**src/rtl/wb_trace_capture.sv**
```systemverilog
// Write-back trace capture: circular history of register-file writes with a PC trigger and oldest-first drain.
// Optional feature macro: TRACE_TSTAMP_EN adds a TS_W-bit cycle timestamp to the top of each entry.
module wb_trace_capture #(
    parameter int XLEN       = 32,
    parameter int REG_ADDR_W = 5,
    parameter int DEPTH      = 16,
    parameter int TS_W       = 16,
    localparam int CW        = $clog2(DEPTH) + 1,
`ifdef TRACE_TSTAMP_EN
    localparam int ENTRY_W   = XLEN + REG_ADDR_W + XLEN + TS_W
`else
    localparam int ENTRY_W   = XLEN + REG_ADDR_W + XLEN + 0 * TS_W
`endif
) (
    input  logic                  clk,
    input  logic                  reset,
    input  logic                  i_wb_en,
    input  logic [REG_ADDR_W-1:0] i_wb_rd,
    input  logic [XLEN-1:0]       i_wb_data,
    input  logic [XLEN-1:0]       i_wb_pc,
    input  logic                  i_arm,
    input  logic [XLEN-1:0]       i_trig_pc,
    input  logic [CW-1:0]         i_post_cnt,
    output logic                  o_rd_valid,
    input  logic                  i_rd_ready,
    output logic [ENTRY_W-1:0]    o_rd_data,
    output logic [1:0]            o_state,
    output logic [CW-1:0]         o_count,
    output logic                  o_overflow
);
    localparam int AW = CW - 1;

    typedef enum logic [1:0] {
        ST_IDLE  = 2'd0,
        ST_ARMED = 2'd1,
        ST_POST  = 2'd2,
        ST_DONE  = 2'd3
    } state_t;

    state_t          state_reg, state_next;
    logic [AW-1:0]   wr_ptr_reg, wr_ptr_next;
    logic [CW-1:0]   count_reg, count_next;
    logic [CW-1:0]   remain_reg, remain_next;
    logic            overflow_reg, overflow_next;

    logic [ENTRY_W-1:0] mem [DEPTH];
    logic [ENTRY_W-1:0] entry_in;
    logic [AW-1:0]      rd_ptr;
    logic [CW-1:0]      post_clamped;
    logic               recorded, store, rd_valid, pop;

`ifdef TRACE_TSTAMP_EN
    logic [TS_W-1:0] ts_reg;

    // Free-running cycle stamp, restarted on arm so timestamps are relative to the capture window.
    always_ff @(posedge clk) begin
        if (reset || i_arm) ts_reg <= '0;
        else                ts_reg <= ts_reg + TS_W'(1);
    end

    assign entry_in = {ts_reg, i_wb_pc, i_wb_rd, i_wb_data};
`else
    assign entry_in = {i_wb_pc, i_wb_rd, i_wb_data};
`endif

    assign recorded     = i_wb_en && (i_wb_rd != '0);
    assign store        = recorded && !i_arm && (state_reg == ST_ARMED || state_reg == ST_POST);
    assign post_clamped = (i_post_cnt > CW'(DEPTH - 1)) ? CW'(DEPTH - 1) : i_post_cnt;
    // When the buffer is full the low bits of count are zero, so the oldest entry sits at wr_ptr.
    assign rd_ptr       = wr_ptr_reg - count_reg[AW-1:0];
    assign rd_valid     = (state_reg == ST_DONE) && (count_reg != '0);
    assign pop          = rd_valid && i_rd_ready;

    always_comb begin
        state_next    = state_reg;
        wr_ptr_next   = wr_ptr_reg;
        count_next    = count_reg;
        remain_next   = remain_reg;
        overflow_next = overflow_reg;
        if (i_arm) begin
            state_next    = ST_ARMED;
            wr_ptr_next   = '0;
            count_next    = '0;
            remain_next   = '0;
            overflow_next = 1'b0;
        end else begin
            case (state_reg)
                ST_ARMED, ST_POST: begin
                    if (store) begin
                        wr_ptr_next = wr_ptr_reg + AW'(1);
                        if (count_reg == CW'(DEPTH)) overflow_next = 1'b1;
                        else                         count_next    = count_reg + CW'(1);
                        if (state_reg == ST_ARMED) begin
                            if (i_wb_pc == i_trig_pc) begin
                                remain_next = post_clamped;
                                state_next  = (post_clamped == '0) ? ST_DONE : ST_POST;
                            end
                        end else begin
                            remain_next = remain_reg - CW'(1);
                            if (remain_reg == CW'(1)) state_next = ST_DONE;
                        end
                    end
                end
                ST_DONE: begin
                    if (pop) begin
                        count_next = count_reg - CW'(1);
                        if (count_reg == CW'(1)) state_next = ST_IDLE;
                    end
                end
                default: ;
            endcase
        end
    end

    always_ff @(posedge clk) begin
        if (reset) begin
            state_reg    <= ST_IDLE;
            wr_ptr_reg   <= '0;
            count_reg    <= '0;
            remain_reg   <= '0;
            overflow_reg <= 1'b0;
        end else begin
            state_reg    <= state_next;
            wr_ptr_reg   <= wr_ptr_next;
            count_reg    <= count_next;
            remain_reg   <= remain_next;
            overflow_reg <= overflow_next;
        end
    end

    // Storage carries no reset; stale contents are unreachable once count is cleared.
    always_ff @(posedge clk) begin
        if (store && !reset) mem[wr_ptr_reg] <= entry_in;
    end

    assign o_rd_valid = rd_valid;
    assign o_rd_data  = rd_valid ? mem[rd_ptr] : '0;
    assign o_state    = state_reg;
    assign o_count    = count_reg;
    assign o_overflow = overflow_reg;
endmodule

```
**config.mk**
```make
export PLATFORM = sky130hd
export DESIGN_NAME = wb_trace_capture
export DESIGN_NICKNAME = d
export VERILOG_FILES = /design/src/rtl/wb_trace_capture.sv
export SDC_FILE = /design/constraint.sdc
export NUM_CORES = 1
export LEC_CHECK = 0
export CELL_PAD_IN_SITES_DETAIL_PLACEMENT = 1
export CELL_PAD_IN_SITES_GLOBAL_PLACEMENT = 1
export CORE_AREA = 2 2 386 292
export CTS_BUF_LIST = sky130_fd_sc_hd__clkbuf_8
export CTS_CLUSTER_DIAMETER = 50
export DETAILED_ROUTE_END_ITERATION = 10
export DIE_AREA = 0 0 388 294
export GPL_TIMING_DRIVEN = 0
export PLACE_DENSITY_LB_ADDON = 0.08
export SKIP_LAST_GASP = 1
export SLEW_MARGIN = 5
export SYNTH_ARGS = -nofsm -noshare
export SYNTH_HDL_FRONTEND = slang
export SYNTH_SLANG_ARGS = --single-unit
```
**constraint.sdc**
```tcl
create_clock -name clk -period 25 [get_ports clk]
set_clock_uncertainty 0.15 [all_clocks]
set_input_delay 7.5 -clock clk [delete_from_list [all_inputs] [get_ports clk]]
set_output_delay 7.5 -clock clk [all_outputs]
set_load 0.02 [all_outputs]
```
==> metrics.cfg, run 1 <==
[synth]
syn_nets=2335
synthTopCellsByCount=edfxtp_1 (1104), nand2_1 (290), mux4_2 (276)
synth_edf_count=1104
async_reset_ff_share_pct=0
synth.area.top_cells=edfxtp_1 (76%), mux4_2 (14%), nand2_1 (2.5%)
synth_cells=2208
synth_ff_type=edfxtp_1
yosys.area.top_type_share_pct=75.5
ys_types=55
yosysWarnings=0
yosysSeqAreaShare_pct=76.3
synth.most_common_cell=edfxtp_1
ys_seq_elements=1121
avgSynthCellArea_um2=19.9
yosysTopAreaCell=edfxtp_1
synth_area_um2=43900

[worst_setup_path]
cp_top_family=buffers and inverters
crit_path_frequent_cell=clkbuf_1
worstPathRequired_ns=17.35
crit_slowest_cell=clkbuf_1
cp-start-kind=register
crit_chain=inv_1, ha_1, fa_1, xnor2_1, clkbuf_1, clkbuf_1, nand2_1, nand3_1, and3_1, clkdlybuf4s50_1
slowest_delay_ns=0.88
cp.buffers_inverters=4
cp.arrival_ns=5.35
end_kind=output pin
worstSetupPathType=register to output pin
critPathMaxFanout=10

[clocking]
post_cts_buffers=0
ctsResizeCount=0
cts_tree=yes
cts_buffer_depth=3
clock_sinks=1121
clock-root-buffer=clkbuf_8
cts_hold_buf=0
clk_pin_slew_ns=0.06
h-tree-depth=4
clock_latency_ns=0.85
cts_buffers=179

[power_and_ir_drop]
power.density_nw_per_um2=78.9
p_sw_mw=1.09
leakagePower_nw=17.4
p_sw_share_pct=26.6
clkPwrFrac_pct=34.7
p_seq_share_pct=50.4
p_int_mw=3.02
total_power_mw=4.11
p_comb_share_pct=14.8
peakVddDrop_v=0.0000452

[floorplanning]
start_util_pct=39.7
die_area_um2=114000
io_pins=189
die_w_um=388
row_count=106
core-area_um2=111000
fp.dieH_um=294

[sta]
clock.fmax_ghz=0.0769
finalHoldViolCount=0
min_period_over_period_pct=52.0
rsz0062_at_grt=false
fin_crit_ns=13.00
max_slew_margin_pct=23.1
tightest_slew_ns=1.15
setup_violations=0
drv_slew=0

[layout]
largest_reg_flops=1104
nNetsFinal=2798
multi_input_area_um2=9900
area_growth_pct=18.8
layout-drive-gt1-share_pct=23.3
ff_latch_area_um2=33500
stdcell_area_um2=52100
final.fill_count=10400

[detailed_routing]
viasPerCell=5.38
ant_nets=0
drc=0
drt-total-wl_um=121000
drt-pass1-iter-count=6
post_drt_wl_per_cell_um=28.3
vias=23000
drt_iter0_markers=1684

[status]
status=finished, final reports clean

[job]
maxCapViolCount=0

[global_route]
grt_use_total_pct=21.6
antenna_found_initial=8
grt_pass1_wl_um=176000
grt_max_degree=23
grt_pass1_vias=25000
overflow=0

[place]
io_buffers=187
globalplace.congestion=0.742
place_area_um2=49000
place_hpwl_um=79300

[min_path]
hp-class=register to register

-- path summary, 6_finish.rpt --
kind,start,endpoint,slack [ns],cells past startpoint
worst min-delay path,o_overflow,o_overflow,0.32,1
worst max-delay path,wr_ptr_reg[0],o_rd_data[60],12.00,10
worst max register to register,o_state[1],mem[3][4],20.93,11
worst min register to register,o_overflow,o_overflow,0.32,1
-- routing by layer --
layer	global-route usage (%)	wire (um)	vias up
li1	-	-	9876
met1	30.1	54100	12300
met2	35.1	58600	601
met3	3.24	5320	163
met4	6.66	2790	2
met5	0	16	-
-- worst register-to-register path, delay by kind of cell, from the launching register on --
family                     cells  cell delay (ns)
buffers and inverters          7             1.26
and+or+nand+nor                3             1.59
DFF                            1             0.40
adders and majority gates      1             0.37
-- cell families after synthesis --
logic type      count (synthesis)  share of synthesized area [%]
fa+ha+maj                      16                          0.473
xor+xnor                       45                          0.932
simple gates                  575                           6.08
flops                        1121                           76.3
buf+inv                       135                           1.41
mux                           277                           14.2
compound gates                 39                          0.599
-- through the flow --
step	setup WS (ns)	utilization, %	setup TNS, ns	hold slack [ns]	cells
2_1_floorplan	9.34	-	0	0.325	2208
3_3_place_gp	-0.582	43.0	-136.11	0.300	3853
3_5_place_dp	12.93	44.3	0	0.315	3948
4_1_cts	11.94	47.1	0	0.328	4268
5_1_grt	11.86	47.1	0	0.382	4271
6_report	12.00	47.1	0	0.322	4271
-- power groups by stage --
stage	combinational [mW]	clock (mW)	sequential, mW
2_1_floorplan	0.377	0	2.11
3_3_place_gp	0.609	0	2.11
3_5_place_dp	0.623	0	2.11
4_1_cts	0.625	1.47	2.07
5_1_grt	0.664	1.54	2.07
6_report	0.611	1.43	2.07
-- cell usage in the layout, fill, tap and decap left out, types with 32 or more instances in the layout --
cell type	n
and3_1	69
buf_12	32
buf_4	70
clkbuf_1	58
clkbuf_8	183
clkdlybuf4s50_1	187
clkinv_1	44
edfxtp_1	1104
inv_1	80
mux4_2	276
nand2_1	290
nand3_1	139
xor2_1	37
-- final cells by class --
type | count | area share (%)
Sequential cell | 1121 | 64.2
Multi-Input combinational cell | 952 | 19.0
Timing Repair Buffer | 282 | 6.00
Clock buffer | 182 | 4.80
Tap cell | 1458 | 3.50
Clock inverter | 138 | 1.27
Buffer | 124 | 1.11
Inverter | 11 | 0.0792
Antenna cell | 3 | 0.0144
Note: power is estimated with default switching activity, not from simulation.
==> run 2, diff against run 1 <==
==> constraint.sdc (replaced) <==
create_clock -name clk -period 13.4 [get_ports clk]
set_clock_uncertainty 0.15 [all_clocks]
set_input_delay 4.02 -clock clk [delete_from_list [all_inputs] [get_ports clk]]
set_output_delay 4.02 -clock clk [all_outputs]
set_load 0.02 [all_outputs]
==> results of run 2 <==
The final DEF is identical to that of run 1. Status: finished, final reports clean.
Among the figures that moved: setup slack after placement 12.93 ns -> 4.81 ns; setup slack after layout 12.00 ns -> 3.88 ns; register-to-register setup slack 20.93 ns -> 9.33 ns; total power 4.11 mW -> 7.67 mW; worst IR drop on VDD 0.0000452 V -> 0.0000843 V
